**src/rtl/display_spi_rx_pkg.sv**
```systemverilog
`default_nettype none
// ============================================================================
//  Module      : display_spi_rx_pkg
//  Description : Shared types and constants for the display SPI receiver:
//                FSM state encoding, framebuffer geometry, command opcodes.
//  Revision    : 1.0 - initial release
// ============================================================================
package display_spi_rx_pkg;

    // Receiver FSM states
    typedef enum logic [1:0] {
        ST_IDLE  = 2'd0,   // cs high, waiting for a transfer
        ST_SHIFT = 2'd1,   // cs low, collecting bits 0..6
        ST_DONE  = 2'd2    // 8th bit received, strobe cycle
    } state_t;

    // Framebuffer geometry
    localparam int COLS  = 128;
    localparam int PAGES = 8;

    // Command opcode bases
    localparam logic [7:0] PAGE_SET = 8'hB0;   // 0xB0..0xB7 : page = cmd[2:0]
    localparam logic [7:0] COL_LO   = 8'h00;   // 0x00..0x0F : col[3:0] = cmd[3:0]
    localparam logic [7:0] COL_HI   = 8'h10;   // 0x10..0x17 : col[6:4] = cmd[2:0]

    function automatic logic is_page_set(input logic [7:0] b);
        return b[7:3] == PAGE_SET[7:3];
    endfunction

    function automatic logic is_col_lo(input logic [7:0] b);
        return b[7:4] == COL_LO[7:4];
    endfunction

    function automatic logic is_col_hi(input logic [7:0] b);
        return b[7:3] == COL_HI[7:3];
    endfunction

endpackage
`default_nettype wire

```
**src/rtl/display_spi_rx_bus_sync.sv**
```systemverilog
`default_nettype none
// ============================================================================
//  Module      : display_spi_rx_bus_sync
//  Description : STAGES-deep flip-flop synchronizer for one asynchronous
//                serial bus input, resetting to the line's idle level.
//  Revision    : 1.0 - initial release
// ============================================================================
module display_spi_rx_bus_sync #(
    parameter int   STAGES    = 2,
    parameter logic RESET_VAL = 1'b0
) (
    input  logic clk,
    input  logic rst,
    input  logic d,
    output logic q
);

    logic [STAGES-1:0] r_chain;

    generate
        if (STAGES == 1) begin : g_single
            // Single-flop capture
            always_ff @(posedge clk) begin
                if (rst) r_chain <= RESET_VAL;
                else     r_chain <= d;
            end
        end else begin : g_multi
            // Shift the input down the chain, oldest sample at the top
            always_ff @(posedge clk) begin
                if (rst) r_chain <= {STAGES{RESET_VAL}};
                else     r_chain <= {r_chain[STAGES-2:0], d};
            end
        end
    endgenerate

    assign q = r_chain[STAGES-1];

endmodule
`default_nettype wire

```
**src/rtl/display_spi_rx.sv**
```systemverilog
`default_nettype none
// ============================================================================
//  Module      : display_spi_rx
//  Description : Receives the serial display bus (sclk/sdin/cs/dc/reset) of
//                a page-addressed monochrome panel and turns it into
//                framebuffer writes and command strobes.
//  Revision    : 1.0 - initial release
// ============================================================================
module display_spi_rx
    import display_spi_rx_pkg::*;
#(
    parameter int FB_BYTES    = 1024,
    parameter int SYNC_STAGES = 2
) (
    input  logic        clk,
    input  logic        rst,
    input  logic        io_sclk,
    input  logic        io_sdin,
    input  logic        io_cs,
    input  logic        io_dc,
    input  logic        io_reset,
    output logic        fb_we,
    output logic [9:0]  fb_addr,
    output logic [7:0]  fb_data,
    output logic        cmd_valid,
    output logic [7:0]  cmd_byte,
    output logic        frame_done,
    output logic        frame_err
);

    localparam int          c_col_w     = $clog2(COLS);
    localparam int          c_page_w    = $clog2(PAGES);
    localparam logic [9:0]  c_last_addr = 10'(FB_BYTES - 1);

    logic w_sclk_s, w_sdin_s, w_cs_s, w_dc_s, w_rstn_s;

    display_spi_rx_bus_sync #(.STAGES(SYNC_STAGES), .RESET_VAL(1'b0)) u_sync_sclk (
        .clk(clk), .rst(rst), .d(io_sclk), .q(w_sclk_s));
    display_spi_rx_bus_sync #(.STAGES(SYNC_STAGES), .RESET_VAL(1'b0)) u_sync_sdin (
        .clk(clk), .rst(rst), .d(io_sdin), .q(w_sdin_s));
    display_spi_rx_bus_sync #(.STAGES(SYNC_STAGES), .RESET_VAL(1'b1)) u_sync_cs (
        .clk(clk), .rst(rst), .d(io_cs), .q(w_cs_s));
    display_spi_rx_bus_sync #(.STAGES(SYNC_STAGES), .RESET_VAL(1'b0)) u_sync_dc (
        .clk(clk), .rst(rst), .d(io_dc), .q(w_dc_s));
    display_spi_rx_bus_sync #(.STAGES(SYNC_STAGES), .RESET_VAL(1'b1)) u_sync_rst (
        .clk(clk), .rst(rst), .d(io_reset), .q(w_rstn_s));

    logic                r_sclk_prev;
    logic                r_cs_prev;
    state_t              r_state;
    logic [2:0]          r_bit_cnt;
    logic [6:0]          r_shift;
    logic [c_page_w-1:0] r_page;
    logic [c_col_w-1:0]  r_col;

    logic       w_sclk_rise;
    logic       w_cs_fall;
    logic [7:0] w_byte;
    logic [9:0] w_addr;
    logic [9:0] w_addr_next;

    assign w_sclk_rise = w_sclk_s & ~r_sclk_prev;
    assign w_cs_fall   = ~w_cs_s & r_cs_prev;
    // Byte as it stands once the bit sampled this cycle is shifted in
    assign w_byte      = {r_shift, w_sdin_s};
    assign w_addr      = {r_page, r_col};
    assign w_addr_next = w_addr + 10'd1;

    // Previous synchronized levels for edge detection
    always_ff @(posedge clk) begin
        if (rst) begin
            r_sclk_prev <= 1'b0;
            r_cs_prev   <= 1'b1;
        end else begin
            r_sclk_prev <= w_sclk_s;
            r_cs_prev   <= w_cs_s;
        end
    end

    // Receiver FSM: bit shifting, byte dispatch, address tracking, strobes
    always_ff @(posedge clk) begin
        if (rst) begin
            r_state    <= ST_IDLE;
            r_bit_cnt  <= 3'd0;
            r_shift    <= 7'd0;
            r_page     <= '0;
            r_col      <= '0;
            fb_we      <= 1'b0;
            fb_addr    <= 10'd0;
            fb_data    <= 8'd0;
            cmd_valid  <= 1'b0;
            cmd_byte   <= 8'd0;
            frame_done <= 1'b0;
            frame_err  <= 1'b0;
        end else begin
            fb_we      <= 1'b0;
            cmd_valid  <= 1'b0;
            frame_done <= 1'b0;
            frame_err  <= 1'b0;

            if (!w_rstn_s) begin
                // Panel reset line overrides everything on the bus
                r_state   <= ST_IDLE;
                r_bit_cnt <= 3'd0;
                r_page    <= '0;
                r_col     <= '0;
            end else begin
                case (r_state)
                    ST_IDLE: begin
                        if (w_cs_fall) begin
                            r_state   <= ST_SHIFT;
                            r_bit_cnt <= 3'd0;
                        end
                    end

                    ST_SHIFT: begin
                        if (w_sclk_rise && (r_bit_cnt == 3'd7)) begin
                            // 8th bit completes the byte even if cs rises now
                            r_state   <= ST_DONE;
                            r_bit_cnt <= 3'd0;
                            if (w_dc_s) begin
                                fb_we      <= 1'b1;
                                fb_data    <= w_byte;
                                fb_addr    <= w_addr;
                                frame_done <= (w_addr == c_last_addr);
                                {r_page, r_col} <= w_addr_next;
                            end else begin
                                cmd_valid <= 1'b1;
                                cmd_byte  <= w_byte;
                                if (is_page_set(w_byte)) begin
                                    r_page <= w_byte[2:0];
                                end else if (is_col_lo(w_byte)) begin
                                    r_col[3:0] <= w_byte[3:0];
                                end else if (is_col_hi(w_byte)) begin
                                    r_col[6:4] <= w_byte[2:0];
                                end
                            end
                        end else if (w_cs_s) begin
                            // Deselect mid-byte: drop the partial byte
                            r_state   <= ST_IDLE;
                            r_bit_cnt <= 3'd0;
                            frame_err <= (r_bit_cnt != 3'd0) || w_sclk_rise;
                        end else if (w_sclk_rise) begin
                            r_shift   <= w_byte[6:0];
                            r_bit_cnt <= r_bit_cnt + 3'd1;
                        end
                    end

                    ST_DONE: begin
                        r_state <= w_cs_s ? ST_IDLE : ST_SHIFT;
                    end

                    default: begin
                        r_state <= ST_IDLE;
                    end
                endcase
            end
        end
    end

endmodule
`default_nettype wire

```
**config.mk**
```make
export PLATFORM = sky130hd
export DESIGN_NAME = display_spi_rx
export DESIGN_NICKNAME = d
export VERILOG_FILES = /design/src/rtl/display_spi_rx_pkg.sv /design/src/rtl/display_spi_rx_bus_sync.sv /design/src/rtl/display_spi_rx.sv
export SDC_FILE = /design/constraint.sdc
export NUM_CORES = 1
export LEC_CHECK = 0
export ABC_CLOCK_PERIOD_IN_PS = 3800
export CORE_MARGIN = 2
export CORE_UTILIZATION = 60
export CTS_BUF_LIST = sky130_fd_sc_hd__clkbuf_4
export DETAILED_ROUTE_END_ITERATION = 10
export PLACE_DENSITY_LB_ADDON = 0.2
export SYNTH_ARGS = -nofsm -noshare
export SYNTH_HDL_FRONTEND = slang
export SYNTH_HIERARCHICAL = 1
export SYNTH_SLANG_ARGS = --single-unit
```
**constraint.sdc**
```tcl
create_clock -name clk -period 3.8 [get_ports clk]
set_input_delay 0.57 -clock clk [delete_from_list [all_inputs] [get_ports clk]]
set_output_delay 0.57 -clock clk [all_outputs]
set_load 0.01 [all_outputs]
```
==> flow_metrics.py, run 1 <==
metrics = {
    "sta": {
        "fmax_mhz": 485,
        "worst-slew-pin-transition_ns": 0.865,
        "layout_setup_ws_ns": 1.74,
        "setup_viol": 0,
        "rsz0062_at_grt": "no",
        "period_minus_slack_ns": 2.06,
        "relSlewSlack_pct": 42.3,
        "hold_viol": 0,
        "fin_worst_skew_ns": 0.0104,
        "fin_crit_sh_pct": 54.2,
        "final.setup.tns_ns": 0,
        "maxSlewViolCount": 0,
    },
    "synthesis": {
        "ys_seq_elements": 64,
        "synth_area_um2": 2650,
        "synth_common_cells": "dfxtp_1 (64), nand2_1 (44), a21oi_1 (27)",
        "synth_top_area_share_pct": 48.4,
        "yosys-top-cells-area": "dfxtp_1 (48%), mux2i_1 (6.4%), nand2_1 (6.2%)",
        "ys_seq_area_share_pct": 48.4,
        "synth_cell_types": 44,
        "synth_enable_flop_cells": 0,
        "async_flop_share_pct": 0,
        "synth_flop_cell": "dfxtp_1",
        "synth_most_common_cell": "dfxtp_1",
        "syn_inst": 294,
        "yosys_warnings": 6,
        "syn-num-nets": 305,
        "yosysTopAreaCell": "dfxtp_1",
        "syn_area_per_cell_um2": 9.01,
    },
    "global_route": {
        "grt_pass1_vias": 2076,
        "overflow": 0,
        "grt_max_degree": 47,
        "track_usage_pct": 23.5,
        "grt_pass1_wl_um": 9280,
        "grt_antenna_before_repair": 0,
    },
    "power": {
        "total_leakage_power_uw": 0.00117,
        "switchingPower_uw": 252,
        "seqPwrFrac_pct": 56.0,
        "combPwrFrac_pct": 2.7,
        "ir_worst_vdd_mv": 0.336,
        "switching_share_pct": 20.7,
        "p_clk_share_pct": 41.2,
        "p_total_uw": 1220,
        "powerDensity_nw_per_um2": 385,
        "power.internal_uw": 967,
    },
    "placement": {
        "hpwl_um": 3700,
        "pre_cts_ws_ns": 1.75,
        "gp_congestion": 0.896,
        "port_buffers": 36,
    },
    "floorplan": {
        "boundaryPins": 37,
        "fp.dieH_um": 70.4,
        "num_rows": 24,
        "coreArea_um2": 4290,
        "start_util_pct": 61.7,
        "die_area_um2": 4960,
        "die_w_um": 70.4,
    },
    "route": {
        "drc_errors": 0,
        "wire_per_inst_um": 14.2,
        "antenna_left": 0,
        "vias_per_cell": 5.81,
        "initialDrtViolationCount": 256,
        "dr.pass1.iters": 4,
        "wirelength_um": 5440,
        "vias": 2231,
    },
    "cts": {
        "numCtsBuffers": 9,
        "cts_tree": "yes",
        "cts_resized": 0,
        "clk_pin_slew_ns": 0.10,
        "cts_sinks": 64,
        "insertion_delay_ns": 0.39,
        "post_cts_buffers": 0,
        "clockBufferDepth": 2,
        "h-tree-depth": 3,
        "root_buffer": "clkbuf_4",
        "cts_hold_buf": 0,
    },
    "finish": {
        "fill_cells": 347,
        "nets": 339,
        "area_growth_pct": 19.5,
        "multi_input_area_um2": 1260,
        "drive_gt1_share_pct": 7.53,
        "seqCellArea_um2": 1280,
        "n_antenna_cell": 0,
    },
    "setup_path": {
        "cp_max_fo": 18,
        "max_stage_delay_ns": 0.64,
        "path_common_cell": "ha_1",
        "endpoint_kind": "register",
        "startpoint_type": "register",
        "required_ns": 4.12,
        "crit_buf_inv": 0,
        "worst_ep_arrival_time_ns": 2.38,
        "crit_chain": "ha_1 > ha_1 > and3b_1 > and4_1 > nand2_1 > a21oi_1",
        "slowest_stage": "and4_1",
        "worstSetupPathType": "reg2reg",
        "cp_top_family": "simple AND/OR/NAND/NOR gates",
    },
    "run": {
        "maxCapViolCount": 0,
    },
    "status": {
        "status": "complete, no violations",
    },
    "hold_path": {
        "hold_class": "reg2reg",
    },
}
layout make-up:
type	count	share of cell area (%)
Sequential cell	64	40.5
Timing Repair Buffer	38	11.9
Multi-Input combinational cell	206	39.7
Inverter	9	1.07
Clock inverter	4	2.21
Clock buffer	11	2.61
Tap cell	52	2.06
cell families (layout without fill, tap and decap cells):
kind of cell / count (synthesis) / in the layout / synth area share, %
simple gates: 132 / 132 / 26.0
flops: 64 / 64 / 48.4
compound gates: 53 / 53 / 12.9
buf+inv: 24 / 62 / 4.39
mux: 17 / 17 / 6.42
fa+ha+maj: 4 / 4 / 1.89
power by group through the flow:
stage                     clock network (uW)  registers [uW]  logic, uW
after global routing                     539             684       37.1
after global placement                     0             698       33.0
after detailed placement                   0             698       33.0
after floorplan                            0             694       24.4
after CTS                                513             683       33.1
final                                    502             683       33.3
path summary, 6_finish.rpt:
path	from	end	slack [ns]	cells after the start
max	r_bit_cnt[0]	fb_addr[1]	1.74	6
min	u_sync_rst/r_chain[0]	u_sync_rst/r_chain[1]	0.41	1
max reg2reg	r_bit_cnt[0]	fb_addr[1]	1.74	6
min reg2reg	u_sync_rst/r_chain[0]	u_sync_rst/r_chain[1]	0.41	1
stage by stage:
step / area (um^2) / hold WS (ns) / util [%] / std cells
floorplan: 2650 / 0.383 / - / 294
global placement: 3010 / 0.388 / 70.2 / 369
detailed placement: 3010 / 0.392 / 70.2 / 369
CTS: 3170 / 0.415 / 73.7 / 384
global route: 3170 / 0.448 / 73.7 / 384
finish: 3170 / 0.414 / 73.7 / 384
cell usage in the layout (no fill, tap or decap), drive strengths merged, types with 2 or more instances in the layout:
cell | netlist | routed
dfxtp | 64 | 64
a41o | 4 | 4
mux2i | 17 | 17
a31oi | 3 | 3
ha | 4 | 4
and3 | 3 | 3
nor4 | 7 | 7
clkbuf | 5 | 11
nand2b | 5 | 5
nor2 | 27 | 27
o32ai | 3 | 3
nor4b | 2 | 2
nor3b | 2 | 2
or2 | 5 | 5
and3b | 2 | 2
nor3 | 5 | 5
nor2b | 16 | 16
inv | 9 | 9
and4 | 2 | 2
nand4 | 5 | 5
buf | 10 | 2
nand3 | 4 | 4
clkinv | 0 | 2
a211oi | 3 | 3
o31ai | 2 | 2
a21oi | 27 | 27
o21ai | 3 | 3
clkdlybuf4s50 | 0 | 36
bufinv | 0 | 2
nand2 | 44 | 44
per-layer routing:
layer	GRT usage, %	routed length, um	vias to the layer above
met5	0	0	-
met4	10.5	80	0
met3	6.49	358	12
met2	35.5	2540	86
met1	31.4	2460	1036
li1	-	-	1097
flip-flops by register name (all words and copies together) (netlist names), 3 cells and up:
signal,cells
fb_addr,10
r_bit_cnt,3
r_col,7
r_shift,7
r_page,3
cmd_byte,8
fb_data,8
No activity file was read; power rests on OpenSTA's default activity.
==> run 2: changes to the inputs <==
Settings changed: ABC_CLOCK_PERIOD_IN_PS 3800 to 2100, CORE_UTILIZATION 60 to 56.
Clock period 3.8 ns to 2.1 ns, I/O delays scaled along.
==> flow_metrics.py, run 2 (synthesis results as in run 1) <==
metrics = {
    "power": {
        "switchingPower_uw": 484,
        "p_clk_share_pct": 41.0,
        "power.internal_uw": 1720,
        "seqPwrFrac_pct": 55.9,
        "ir_worst_vdd_mv": 0.546,
        "powerDensity_nw_per_um2": 688,
        "combPwrFrac_pct": 3.1,
        "switching_share_pct": 21.9,
        "total_leakage_power_uw": 0.00118,
    },
    "hold_path": {
        "hold_class": "reg2reg",
    },
    "route": {
        "wirelength_um": 5620,
        "wire_per_inst_um": 14.3,
        "initialDrtViolationCount": 179,
        "dr.pass1.iters": 4,
        "vias": 2222,
        "vias_per_cell": 5.67,
        "drc_errors": 0,
        "antenna_left": 0,
    },
    "floorplan": {
        "coreArea_um2": 4630,
        "start_util_pct": 57.2,
        "num_rows": 25,
        "die_w_um": 72.8,
        "fp.dieH_um": 72.8,
        "die_area_um2": 5300,
        "boundaryPins": 37,
    },
    "sta": {
        "period_minus_slack_ns": 1.84,
        "final.setup.tns_ns": 0,
        "worst-slew-pin-transition_ns": 0.573,
        "setup_viol": 0,
        "rsz0062_at_grt": "no",
        "fin_worst_skew_ns": 0.00701,
        "relSlewSlack_pct": 61.7,
        "hold_viol": 0,
        "fmax_mhz": 543,
        "maxSlewViolCount": 0,
        "fin_crit_sh_pct": 87.7,
    },
    "cts": {
        "insertion_delay_ns": 0.40,
        "post_cts_buffers": 0,
        "numCtsBuffers": 9,
        "root_buffer": "clkbuf_4",
        "clk_pin_slew_ns": 0.10,
        "cts_tree": "yes",
        "cts_sinks": 64,
        "cts_hold_buf": 0,
        "cts_resized": 0,
        "h-tree-depth": 3,
        "clockBufferDepth": 2,
    },
    "global_route": {
        "grt_max_degree": 43,
        "grt_antenna_before_repair": 0,
        "track_usage_pct": 23.5,
        "grt_pass1_vias": 2029,
        "grt_pass1_wl_um": 9580,
        "overflow": 0,
    },
    "setup_path": {
        "worstSetupPathType": "reg2reg",
        "startpoint_type": "register",
        "worst_ep_arrival_time_ns": 2.11,
        "cp_max_fo": 7,
        "endpoint_kind": "register",
        "required_ns": 2.37,
    },
    "placement": {
        "gp_congestion": 0.943,
        "port_buffers": 36,
        "hpwl_um": 3890,
        "dp.cells": 376,
    },
    "finish": {
        "final_cell_mix": "dfxtp_1 (64), nand2_1 (44), clkdlybuf4s50_1 (36)",
        "area_growth_pct": 21.1,
        "final_common_cell": "dfxtp_1",
        "stdcell_count": 392,
        "nets": 344,
        "max_flop_register": "fb_addr",
        "drive_gt1_share_pct": 8.28,
        "top_regs": "fb_addr (10), cmd_byte (8), fb_data (8)",
        "n_antenna_cell": 0,
        "largest_reg_flops": 10,
    },
    "status": {
        "status": "complete, no violations",
    },
    "run": {
        "maxCapViolCount": 0,
    },
}
-- run 2: cell count changes in the layout (fill, tap and decap cells not counted) --
cell	previous run	this run
clkinv_2	2	0
clkinvlp_4	0	2
clkinv_1	0	3
buf_4	2	7
clkbuf_4	11	9
-- run 2: per-layer routing --
layer	up-vias	wire length [um]	track usage, %
met5	-	0	0
met4	0	84	9.26
met3	9	339	6.77
met2	72	2510	35.2
met1	1027	2690	32.2
li1	1114	-	-
-- run 2: area by class of cell --
cell class | instances | area, um^2
Sequential cell | 64 | 1280
Fill cell | 395 | 1420
Tap cell | 54 | 67.6
Clock inverter | 7 | 86.3
Clock buffer | 9 | 67.6
Inverter | 9 | 33.8
Timing Repair Buffer | 43 | 413
Multi-Input combinational cell | 206 | 1260
-- run 2: worst max-delay path: stages, from the launching register on --
cell     delay, ns
dfxtp_1       0.39
ha_1          0.17
ha_1          0.17
and3b_1       0.32
nand2_1       0.22
nor4b_1       0.37
nor4_1        0.08
-- run 2: through the flow --
step | hold WS (ns) | cell area (um^2) | power (uW) | setup slack [ns] | utilization (%)
4_1_cts | 0.421 | 3210 | 2230 | 0.289 | 69.3
2_1_floorplan | 0.383 | 2650 | 1300 | 0.424 | -
6_report | 0.414 | 3210 | 2210 | 0.258 | 69.3
5_1_grt | 0.432 | 3210 | 2290 | 0.0962 | 69.3
3_5_place_dp | 0.392 | 3050 | 1330 | 0.321 | 65.9
3_3_place_gp | 0.385 | 3050 | 1330 | 0.328 | 65.9
-- run 2: path summary, 6_finish.rpt --
| check | from | end | slack [ns] | cells after the start |
|---|---|---|---|---|
| hold reg to reg | u_sync_cs/r_chain[0] | u_sync_cs/r_chain[1] | 0.41 | 1 |
| hold / removal | u_sync_cs/r_chain[0] | u_sync_cs/r_chain[1] | 0.41 | 1 |
| setup / recovery | r_bit_cnt[0] | r_col[5] | 0.26 | 6 |
| setup reg to reg | r_bit_cnt[0] | r_col[5] | 0.26 | 6 |
-- run 2: power groups by stage --
stage | clock, uW | sequential, uW | combinational [uW]
after global routing | 975 | 1240 | 74.9
after floorplan | 0 | 1260 | 44.2
after CTS | 924 | 1230 | 68.0
after global placement | 0 | 1260 | 66.6
after detailed placement | 0 | 1260 | 67.8
final | 906 | 1230 | 67.9
==> run 3: changes to the inputs <==
Settings changed: CAP_MARGIN set to 10.
==> results of run 3 <==
Final layout, timing and power as in run 2 (identical DEF).
